### src/rtl/keypad_scanner.sv
// keypad_scanner: scans a ROWS x COLS key matrix plus EXTRA direct key pins,
// debounces every key over DEBOUNCE frames and queues press codes in a FIFO
// drained by a valid/ready handshake.
module keypad_scanner #(
    parameter int ROWS     = 4,
    parameter int COLS     = 4,
    parameter int EXTRA    = 6,
    parameter int CODE_W   = 5,
    parameter int DEBOUNCE = 3,
    parameter int SETTLE   = 3,
    parameter int DEPTH    = 4
) (
    input  logic              clk,
    input  logic              rst,
    output logic [ROWS-1:0]   o_word_lines,
    input  logic [COLS-1:0]   i_bit_lines,
    input  logic [EXTRA-1:0]  i_direct,
    output logic [CODE_W-1:0] o_data,
    output logic              o_valid,
    input  logic              i_ready,
    output logic              o_overflow
);
    localparam int NMAT   = ROWS * COLS;
    localparam int NKEYS  = NMAT + EXTRA;
    localparam int ROW_W  = (ROWS > 1) ? $clog2(ROWS) : 1;
    localparam int CNT_W  = $clog2(SETTLE + 1);
    localparam int PTR_W  = $clog2(DEPTH);
    localparam int FILL_W = PTR_W + 1;

    typedef enum logic [1:0] {SCAN, DIRECT, EMIT} state_t;

    state_t              state;
    logic                run;
    logic [ROW_W-1:0]    row;
    logic [CNT_W-1:0]    settle_cnt;
    logic [COLS-1:0]     bit_s1, bit_s2;
    logic [EXTRA-1:0]    dir_s1, dir_s2;
    logic [NMAT-1:0]     raw;
    logic [NKEYS-1:0]    deb, pending;
    logic [DEBOUNCE-1:0] hist [NKEYS];

    logic [NKEYS-1:0]    frame_raw, rise, fall, pending_rest;
    logic [DEBOUNCE-1:0] next_hist [NKEYS];
    logic [CODE_W-1:0]   emit_code;
    logic                found;

    logic [CODE_W-1:0]   mem [DEPTH];
    logic [PTR_W-1:0]    wr_ptr, rd_ptr, head_next;
    logic [FILL_W-1:0]   count, count_next, count_after_pop;
    logic                push, pop, accept;

    // Per-key history update and debounced edge detection for this frame
    always_comb begin
        frame_raw = {dir_s2, raw};
        rise      = '0;
        fall      = '0;
        for (int unsigned i = 0; i < NKEYS; i++) begin
            next_hist[i] = (hist[i] << 1) | DEBOUNCE'(frame_raw[i]);
            rise[i]      = !deb[i] && (next_hist[i] == '1);
            fall[i]      = deb[i] && (next_hist[i] == '0);
        end
    end

    // Lowest pending key selects the code emitted this cycle
    always_comb begin
        emit_code    = '0;
        found        = 1'b0;
        pending_rest = pending & (pending - NKEYS'(1));
        for (int unsigned i = 0; i < NKEYS; i++) begin
            if (pending[i] && !found) begin
                found     = 1'b1;
                emit_code = CODE_W'(i);
            end
        end
    end

    // FIFO handshake: a full FIFO still accepts a push when a pop frees a slot
    always_comb begin
        push            = (state == EMIT) && (pending != '0);
        pop             = o_valid && i_ready;
        accept          = push && ((count != FILL_W'(DEPTH)) || pop);
        count_after_pop = count - FILL_W'(pop);
        count_next      = count_after_pop + FILL_W'(accept);
        head_next       = rd_ptr + PTR_W'(pop);
    end

    assign o_overflow = push && !accept;

    // Scan sequencer, synchronisers and debounce state
    always_ff @(posedge clk or posedge rst) begin
        if (rst) begin
            state        <= SCAN;
            run          <= 1'b0;
            row          <= '0;
            settle_cnt   <= '0;
            o_word_lines <= '0;
            bit_s1       <= '0;
            bit_s2       <= '0;
            dir_s1       <= '0;
            dir_s2       <= '0;
            raw          <= '0;
            deb          <= '0;
            pending      <= '0;
            for (int unsigned i = 0; i < NKEYS; i++) hist[i] <= '0;
        end else begin
            bit_s1 <= i_bit_lines;
            bit_s2 <= bit_s1;
            dir_s1 <= i_direct;
            dir_s2 <= dir_s1;
            // The first cycle out of reset only loads the row-0 drive so that
            // each row, including the first, is driven for SETTLE+1 cycles.
            if (!run) begin
                run          <= 1'b1;
                o_word_lines <= ROWS'(1);
            end else begin
                case (state)
                    SCAN: begin
                        if (settle_cnt == CNT_W'(SETTLE)) begin
                            settle_cnt                <= '0;
                            raw[row*COLS +: COLS]     <= bit_s2;
                            if (row == ROW_W'(ROWS - 1)) begin
                                state        <= DIRECT;
                                o_word_lines <= '0;
                            end else begin
                                row          <= row + 1'b1;
                                o_word_lines <= o_word_lines << 1;
                            end
                        end else begin
                            settle_cnt <= settle_cnt + 1'b1;
                        end
                    end
                    DIRECT: begin
                        for (int unsigned i = 0; i < NKEYS; i++) hist[i] <= next_hist[i];
                        deb     <= (deb | rise) & ~fall;
                        pending <= pending | rise;
                        state   <= EMIT;
                    end
                    EMIT: begin
                        pending <= pending_rest;
                        if (pending_rest == '0) begin
                            state        <= SCAN;
                            row          <= '0;
                            o_word_lines <= ROWS'(1);
                        end
                    end
                    default: state <= SCAN;
                endcase
            end
        end
    end

    // FIFO storage (no reset needed, guarded by count)
    always_ff @(posedge clk) begin
        if (accept) mem[wr_ptr] <= emit_code;
    end

    // FIFO pointers, fill level and registered head outputs
    always_ff @(posedge clk or posedge rst) begin
        if (rst) begin
            wr_ptr  <= '0;
            rd_ptr  <= '0;
            count   <= '0;
            o_valid <= 1'b0;
            o_data  <= '0;
        end else begin
            if (accept) wr_ptr <= wr_ptr + 1'b1;
            rd_ptr  <= head_next;
            count   <= count_next;
            o_valid <= (count_next != '0);
            // A push into an otherwise-empty FIFO becomes the new head directly
            if (accept && (count_after_pop == '0)) o_data <= emit_code;
            else                                   o_data <= mem[head_next];
        end
    end
endmodule
### config.mk
export PLATFORM = sky130hd
export DESIGN_NAME = keypad_scanner
export DESIGN_NICKNAME = d
export VERILOG_FILES = /design/src/rtl/keypad_scanner.sv
export SDC_FILE = /design/constraint.sdc
export NUM_CORES = 1
export LEC_CHECK = 0
export BUFFER_PORTS_ARGS = -buffer_cell sky130_fd_sc_hd__buf_2
export CORE_ASPECT_RATIO = 1.5
export CORE_MARGIN = 4
export CORE_UTILIZATION = 67
export DETAILED_ROUTE_END_ITERATION = 10
export PLACE_DENSITY_LB_ADDON = 0.25
export SKIP_LAST_GASP = 1
export SYNTH_ARGS = -nofsm -noshare
export SYNTH_HDL_FRONTEND = slang
export SYNTH_SLANG_ARGS = --single-unit
### constraint.sdc
create_clock -name clk -period 6.5 [get_ports clk]
set_input_delay 0.65 -clock clk [delete_from_list [all_inputs] [get_ports clk]]
set_output_delay 0.65 -clock clk [all_outputs]
set_load 0.01 [all_outputs]
# ---- Yosys cells after proc, flatten, opt, wreduce, memory -nomap -nowiden
# Memory sizes are Yosys's and may differ from the RTL's.
# Index checks and enable logic that the tools add are counted.
dict set report word_totals {
  output_inout_bits 11
  in_bits 13
  memories 1
  ramBits 20
  reg_bits 148
}
dict set report classes {
  eq_ne 34
  reduce_logical 151
  n_bitwise 27
  muxes 60
  addsub 8
  shifts 2
}
# memory depth word_bits read_ports rd_clocked_by_memory_dff wr line
set memory_table {}
lappend memory_table {mem 4 5 1 0 1 47} ;# logic [CODE_W-1:0] mem [DEPTH];
# op n
set op_table {}
lappend op_table {{logical AND 1 bit} 70}
lappend op_table {{zero test 3 bit} 23}
lappend op_table {{equality test 3 bit, second input constant} 22}
lappend op_table {{OR 3 x 1 -> 3 bit} 22}
lappend op_table {{two-way mux 5 bit} 10}
lappend op_table {{bitwise AND 22 bit} 2}
lappend op_table {{zero test 1 bit} 44}
lappend op_table {{OR 22 bit} 2}
lappend op_table {{one-hot mux 22 bit (2 select lines)} 1}
lappend op_table {{two-way mux 4 bit} 9}
lappend op_table {{negator 4 -> 34 bit} 1}
lappend op_table {{variable shift 4 x 34 -> 16 bit, first input constant} 1}
lappend op_table {{indexed part select 4 x 34 -> 16 bit} 1}
lappend op_table {{two-way mux 1 bit} 24}
lappend op_table {{zero test 22 bit} 1}
lappend op_table {{inverter 22 bit} 1}
lappend op_table {{nonzero test 22 bit} 1}
lappend op_table {{subtractor 22 x 1 -> 22 bit, second input constant} 1}
lappend op_table {{bitwise mux 16 bit} 1}
lappend op_table {{two-way mux 2 bit} 8}
lappend op_table {{two-way mux 3 bit} 4}
lappend op_table {{one-hot mux 4 bit (2 select lines)} 1}
lappend op_table {{adder 2 x 1 -> 2 bit, second input constant} 3}
lappend op_table {{equality test 2 bit, second input constant} 3}
lappend op_table {{19 further kinds} 26}

# ---- Longest topological paths before layout
# Gate-level depths: netlist of run 1.
dict set report depth {
  word_depth 65
  mapped_depth 11
  mapped_depth_nobuf 8
}

# ---- Worst setup path before layout of run 1
# OpenSTA, ideal clock, no wires.
dict set report synth_timing {
  path_kind {register -> register}
  start {reg pending[9]}
  end {reg o_valid}
  slack_ps 3564
  setup_ps 131
  arrival_ps 2805
  path_stages_with_launch 11
  path_cell_list {dfrtp_1 buf_4 nor4_4 nand4_2 or3_1 buf_2 o311a_1 buf_2 ha_1 ha_1 or3_1}
}
dict set report synth_between {
  elab_chain_cells 5
}
# item line
set synth_rtl {}
lappend synth_rtl {{start, declared} 39} ;# logic [NKEYS-1:0] deb, pending;
lappend synth_rtl {{start signal, assigned} 135} ;# pending <= pending | rise;
lappend synth_rtl {{start signal, assigned} 139} ;# pending <= pending_rest;
lappend synth_rtl {{nonzero test 22 bit} 79} ;# push = (state == EMIT) && (pending != '0);
lappend synth_rtl {{logical AND 1 bit} 79}
lappend synth_rtl {{logical AND 1 bit} 81} ;# accept = push && ((count != FILL_W'(DEPTH)) || pop);
lappend synth_rtl {{via accept} 50} ;# logic push, pop, accept;
lappend synth_rtl {{adder 3 x 1 -> 3 bit} 83} ;# count_next = count_after_pop + FILL_W'(accept);
lappend synth_rtl {{via count_next[1]} 49} ;# logic [FILL_W-1:0] count, count_next, count_after_pop;
lappend synth_rtl {{nonzero test 3 bit} 169} ;# o_valid <= (count_next != '0);
lappend synth_rtl {{end signal, assigned} 169}
lappend synth_rtl {{end, declared} 19} ;# output logic o_valid,
# The timed path passes the listed nets, and every way through them passes these cells.
# A chain may end at the register's enable or synchronous reset.

# ---- Worst setup path in the final report of run 1
dict set report layout_timing {
  start {reg pending[4]}
  end {out o_overflow}
}
dict set report layout_between {
  elab_chain_cells 5
}
# item line
set layout_rtl {}
lappend layout_rtl {{nonzero test 22 bit *} 79}
lappend layout_rtl {{logical AND 1 bit *} 79}
lappend layout_rtl {{logical AND 1 bit} 81}
lappend layout_rtl {{zero test 1 bit} 87} ;# assign o_overflow = push && !accept;
lappend layout_rtl {{logical AND 1 bit *} 87}
lappend layout_rtl {{end, declared} 21} ;# output logic o_overflow
# Every way passes the cells marked *; elsewhere a longest branch is shown, timed or not.

==> results.cfg, run 1 <==
[layout]
multiInputGateArea_sq_mm = 0.00312
finalInstanceArea_sq_mm = 0.00846
drive_gt1_share_pct = 9.52
syn2layout_area_growth_pct = 10.6
regArea_sq_mm = 0.00430
nets = 819
final_cells = 945
fillCellCount = 725
antenna_cells = 0

[sta]
rsz0062_at_grt = no
timing.fmax_ghz = 0.302
clock_skew_ps = 7.18
finalSetupTns_ps = 0
hold_viol = 0
worst_pin_slew_ps = 1220
finalMaxSlewViolations = 0
relSlewSlack_pct = 18.6
period_needed_ps = 3310
setup_viol = 0
hold_slack_ps = 329
fin_crit_sh_pct = 51.0

[placed_design]
dp_hpwl_um = 11000
place_area_sq_mm = 0.00784
gp_congestion = 0.864
dpl.cell_count = 914
io_buffer_count = 23

[logic_synthesis]
async_reset_ff_share_pct = 88.1
yosysWarnings = 0
synth_area_sq_mm = 0.00764
ys_seq_elements = 168
synth_cells = 774
synth_top_cells_by_area = dfrtp_1 48%, nand2_1 9.4%, edfxtp_1 7.9%
yosysTopAreaCellShare_pct = 48.5
avgSynthCellArea_sq_um = 9.87
yosysUniqueCellTypes = 55
syn_nets = 807
synthFlopType = dfrtp_1
ys_seq_area_share_pct = 56.3
synth_top_cell_by_area = dfrtp_1
synth_edf_count = 20
yosysMostFrequentCell = nand2_1
synth_common_cells = 192 x nand2_1, 148 x dfrtp_1, 52 x a21oi_1, 52 x a31oi_1, 49 x o21ai_0

[clocking]
clk_latency_ps = 420
cts_resized = 0
cts_hold_buffers = 0
cts_tree = yes
postCtsSetupBuffers = 0
path_clk_slew_ps = 60
root_buffer = clkbuf_16
cts_buffers = 17
cts_buffer_depth = 2
cts.sink_count = 168
htree_levels = 4

[worst_setup_path]
path_class = reg -> out
worst-r2r-cell-count = 7
endpoint_kind = output port
rrSetupSlack_ps = 3270
r2r_start = pending[4]
required_ps = 5850
cp.arrival_ps = 2660
crit_fanout = 8
crit-reg2reg-capture = o_valid
crit_path_start_kind = register

[floorplan]
die_w_um = 95.2
die_h_um = 139
pin_count = 24
initial_core_util_pct = 68.8
std_cell_rows = 47
core_area_sq_mm = 0.0111
dieArea_sq_mm = 0.0132

[drt]
vias = 5943
drc = 0
dr.pass1.iters = 5
drt_iter0_markers = 533
wl_um = 16900
drt.antenna.violating_nets = 0
wl_per_cell_um = 17.9
viasPerCell = 6.29

[job]
maxCapViolCount = 0

[global_route]
grtUsageTotal_pct = 27.5
grt_pass1_vias = 5936
overflow = 0
grt_pass1_wl_um = 28400
antenna_found_initial = 0
grt_start_max_net_pins = 80

[run_status]
run_status = finished clean

[power_and_ir_drop]
peakVddDrop_v = 0.000221
power.leakage_nw = 3.71
pwr_density_cell_mw_per_mm2 = 358
finalPower_mw = 3.03

[worst_hold_path]
whs_endpoint = bit_s1[0]
holdPathStages = 1
hp-start = i_bit_lines[0]
hp-class = in -> reg
## stage by stage
stage	setup slack (ps)	util (%)
finish	3190	76.1
global route	3000	76.1
CTS	3210	76.1
detailed placement	3310	70.5
global placement	3430	70.5
floorplan	1870	-
## cell type report
class / instances / share of cell area (%)
inverter: 20 / 0.947
clock buffer: 19 / 5.37
clock inverter: 12 / 1.97
sequential: 168 / 50.9
timing repair buffer: 27 / 1.72
multi-input combinational: 552 / 36.9
tap: 147 / 2.18
## power breakdown
part	total [mW]	internal, mW	switching, mW
logic	0.639	0.241	0.398
registers	1.34	1.21	0.133
clock network	1.05	0.631	0.418
total	3.03	2.08	0.950
## registers in the layout, summed over array words and instances, names as in the netlist, 3 cells and up
| signal | flops |
|---|---|
| dir_s1 | 6 |
| o_data | 5 |
| dir_s2 | 6 |
| mem | 20 |
| deb | 22 |
| count | 3 |
| bit_s2 | 4 |
| hist | 44 |
| pending | 22 |
| bit_s1 | 4 |
| raw | 16 |
| o_word_lines | 4 |
## critical path: stages (launching register included)
cell	delay [ps]
dfrtp_1	440
nor2_1	470
nand4_2	250
or3_1	550
o31ai_1	300
nor2_1	80
buf_2	150
## cell usage in the layout (no fill, tap or decap), drive strengths merged, types with 2 or more instances in the layout
cell type and count:
ha 20, mux2 5, or3 27, nor4 4, o21bai 3, bufinv 3
nor3b 21, nor3 7, and2 6, clkbuf 19, clkinv 4, a31oi 52
o41ai 2, o211ai 2, xnor2 3, a311oi 2, o21ai 50, o31ai 8
inv 23, o31a 2, mux4 5, and3 4, edfxtp 20, nand4 7
nand2b 4, nor2 46, buf 27, a21oi 52, or2 2, nand2 192
or4 2, dfrtp 148, o22ai 5, clkinvlp 2, nand3 6
## worst max path at each step
stage          startpoint         end  slack [ps]
6_report       pending[4]  o_overflow        3190
5_1_grt        pending[4]  o_overflow        3000
3_3_place_gp   pending[8]     o_valid        3430
4_1_cts        pending[0]  o_overflow        3210
3_5_place_dp   pending[8]     o_valid        3310
2_1_floorplan         rst   bit_s1[0]        1870
## layer usage
layer | vias up | GRT usage, % | part of all wire (%)
met4 | 0 | 10.3 | 2.8
met1 | 2918 | 33.4 | 38
met5 | - | 0 | 0
met2 | 239 | 47.9 | 54
met3 | 46 | 5.21 | 5.4
li1 | 2740 | - | -
## cells by family (layout without fill, tap and decap cells)
logic type,Yosys count,count (layout),synth area share [%]
buf+inv,54,78,2.85
flops,168,168,56.3
fa+ha+maj,21,21,3.42
other cells,1,1,0.0491
mux,10,10,2.21
simple gates,331,331,20.3
compound gates,185,185,14.4
xor+xnor,4,4,0.458
(Power assumes the default switching activity.)
==> inputs of run 2 (changes only) <==
CORE_UTILIZATION = 62   (was 67)
clock period = 3.15 ns   (was 6.5 ns; I/O delays follow)
==> results.cfg, run 2 (synthesis gave the netlist of run 1 again) <==
[sta]
finalMaxSlewViolations = 0
finalSetupTns_ps = 0
fin_crit_sh_pct = 91.7
timing.fmax_ghz = 0.346
relSlewSlack_pct = 37.6
rsz0062_at_grt = no
worst_pin_slew_ps = 934
period_needed_ps = 2890
hold_viol = 0
setup_viol = 0
clock_skew_ps = 8.53

[layout]
final_cells = 971
largest_reg_flops = 44
largest-register = hist
regArea_sq_mm = 0.00430
multiInputGateArea_sq_mm = 0.00312
final_common_cell = nand2_1
layout_common_cells = 192 x nand2_1, 148 x dfrtp_1, 52 x a31oi_1, 52 x a21oi_1, 49 x o21ai_0
reg_top3 = hist (44), deb (22), pending (22)
drive_gt1_share_pct = 10.5
antenna_cells = 0
syn2layout_area_growth_pct = 12.6
fillCellCount = 918
nets = 838

[worst_setup_path]
worst-r2r-cell-count = 7
crit_path_start_kind = register
path_buf_inv = 2
rrSetupSlack_ps = 270
crit_fanout = 8
required_ps = 2830
cp.depth = 7
cp_slowest_cell = dfrtp_1
path_delay_family = simple AND/OR/NAND/NOR gates
cp.arrival_ps = 2570
worstPathCellList = nor4_4, nand4_2, or3_1, buf_4, o31ai_1, nor2_1, buf_2
startpoint = pending[0]
endpoint_kind = output port
crit-reg2reg-capture = o_valid
r2r_start = pending[0]
path_class = reg -> out
max_stage_delay_ps = 470
worstSetupEndpoint = o_overflow

[clocking]
htree_levels = 4
cts.sink_count = 168
cts_buffers = 17
cts_tree = yes
cts_buffer_depth = 2
path_clk_slew_ps = 70
clk_latency_ps = 420
root_buffer = clkbuf_16

[placed_design]
gp_congestion = 0.893
io_buffer_count = 23
dp_hpwl_um = 10700
dpl.cell_count = 929

[global_route]
antenna_found_initial = 0
grt_start_max_net_pins = 149
overflow = 0
grt_pass1_vias = 6006
grtUsageTotal_pct = 24.3
grt_pass1_wl_um = 27800

[drt]
vias = 5874
wl_um = 16300
dr.pass1.iters = 5
drt.antenna.violating_nets = 0
drt_iter0_markers = 407
viasPerCell = 6.05
drc = 0
wl_per_cell_um = 16.8

[power_and_ir_drop]
power.leakage_nw = 3.78
peakVddDrop_v = 0.000433
pwr_density_cell_mw_per_mm2 = 705

[floorplan]
core_area_sq_mm = 0.0120
pin_count = 24
die_h_um = 144
std_cell_rows = 49
dieArea_sq_mm = 0.0142
die_w_um = 98.7
initial_core_util_pct = 63.6

[job]
maxCapViolCount = 0

[run_status]
run_status = finished clean

[worst_hold_path]
hp-class = in -> async
==> run 2: cell types whose count changed in the layout (fill, tap and decap cells not counted), sizes merged <==
cell / before / now
buf: 27 / 36
bufinv: 3 / 0
clkbuf: 19 / 18
clkinv: 4 / 3
clkinvlp: 2 / 1
dlygate4sd3: 0 / 10
inv: 23 / 30
==> run 2: layout make-up <==
class | count | share of cell area (%)
Multi-Input combinational cell | 552 | 36.3
Inverter | 20 | 0.916
Clock inverter | 14 | 1.50
Clock buffer | 18 | 4.99
Sequential cell | 168 | 50.0
Tap cell | 153 | 2.22
Timing Repair Buffer | 46 | 4.07
==> run 2: per-layer routing <==
| layer | up-vias | wire, um | global-route usage, % | part of all wire [%] |
|---|---|---|---|---|
| met5 | - | 0 | 0 | 0 |
| met4 | 0 | 337 | 10.8 | 2.1 |
| met3 | 30 | 574 | 3.72 | 3.5 |
| met2 | 164 | 8780 | 43.5 | 54 |
| met1 | 2888 | 6590 | 29.1 | 40 |
| li1 | 2792 | - | - | - |
==> run 2: what timing repair did <==
item / in CTS / in global routing
setup buffers: 0 / 0
resized for setup: 0 / 0
hold buffers: 10 / 0
hold endpoints to repair: 10 / 0
==> run 2: worst min-delay path by stage <==
stage / cells past startpoint / to / slack [ps] / startpoint
detailed placement: 0 / dir_s2[4] / 340 / dir_s1[4]
finish: 3 / deb[3] / 110 / rst
floorplan: 0 / bit_s2[0] / 330 / bit_s1[0]
CTS: 3 / hist[49] / 170 / rst
global placement: 0 / bit_s2[1] / 330 / bit_s1[1]
global route: 3 / deb[3] / 130 / rst
==> run 2: report_power, final <==
group | leakage (nW) | internal, mW | total, mW | switching (mW)
Clock | 0.279 | 1.05 | 1.96 | 0.914
Sequential | 2.11 | 2.49 | 2.76 | 0.276
Combinational | 1.39 | 0.529 | 1.34 | 0.811
==> run 2: per-stage QoR <==
stage / hold slack, ps / power, mW / worst slack [ps] / area [sq um] / utilization, %
2_1_floorplan: 331 / 3.72 / 214 / 7650 / -
3_5_place_dp: 336 / 4.12 / 300 / 7950 / 66.1
6_report: 111 / 6.07 / 261 / 8600 / 71.6
3_3_place_gp: 331 / 4.01 / 347 / 7950 / 66.1
4_1_cts: 168 / 6.11 / 239 / 8600 / 71.6
5_1_grt: 125 / 6.42 / 93.5 / 8600 / 71.6
==> run 2: worst reg2reg max path: stages (launching register included) <==
cell and delay (ps):
dfrtp_1 470, nor4_4 440, nand4_2 230, or3_1 430, o311a_1 330, ha_1 210
ha_1 290, or3_1 370
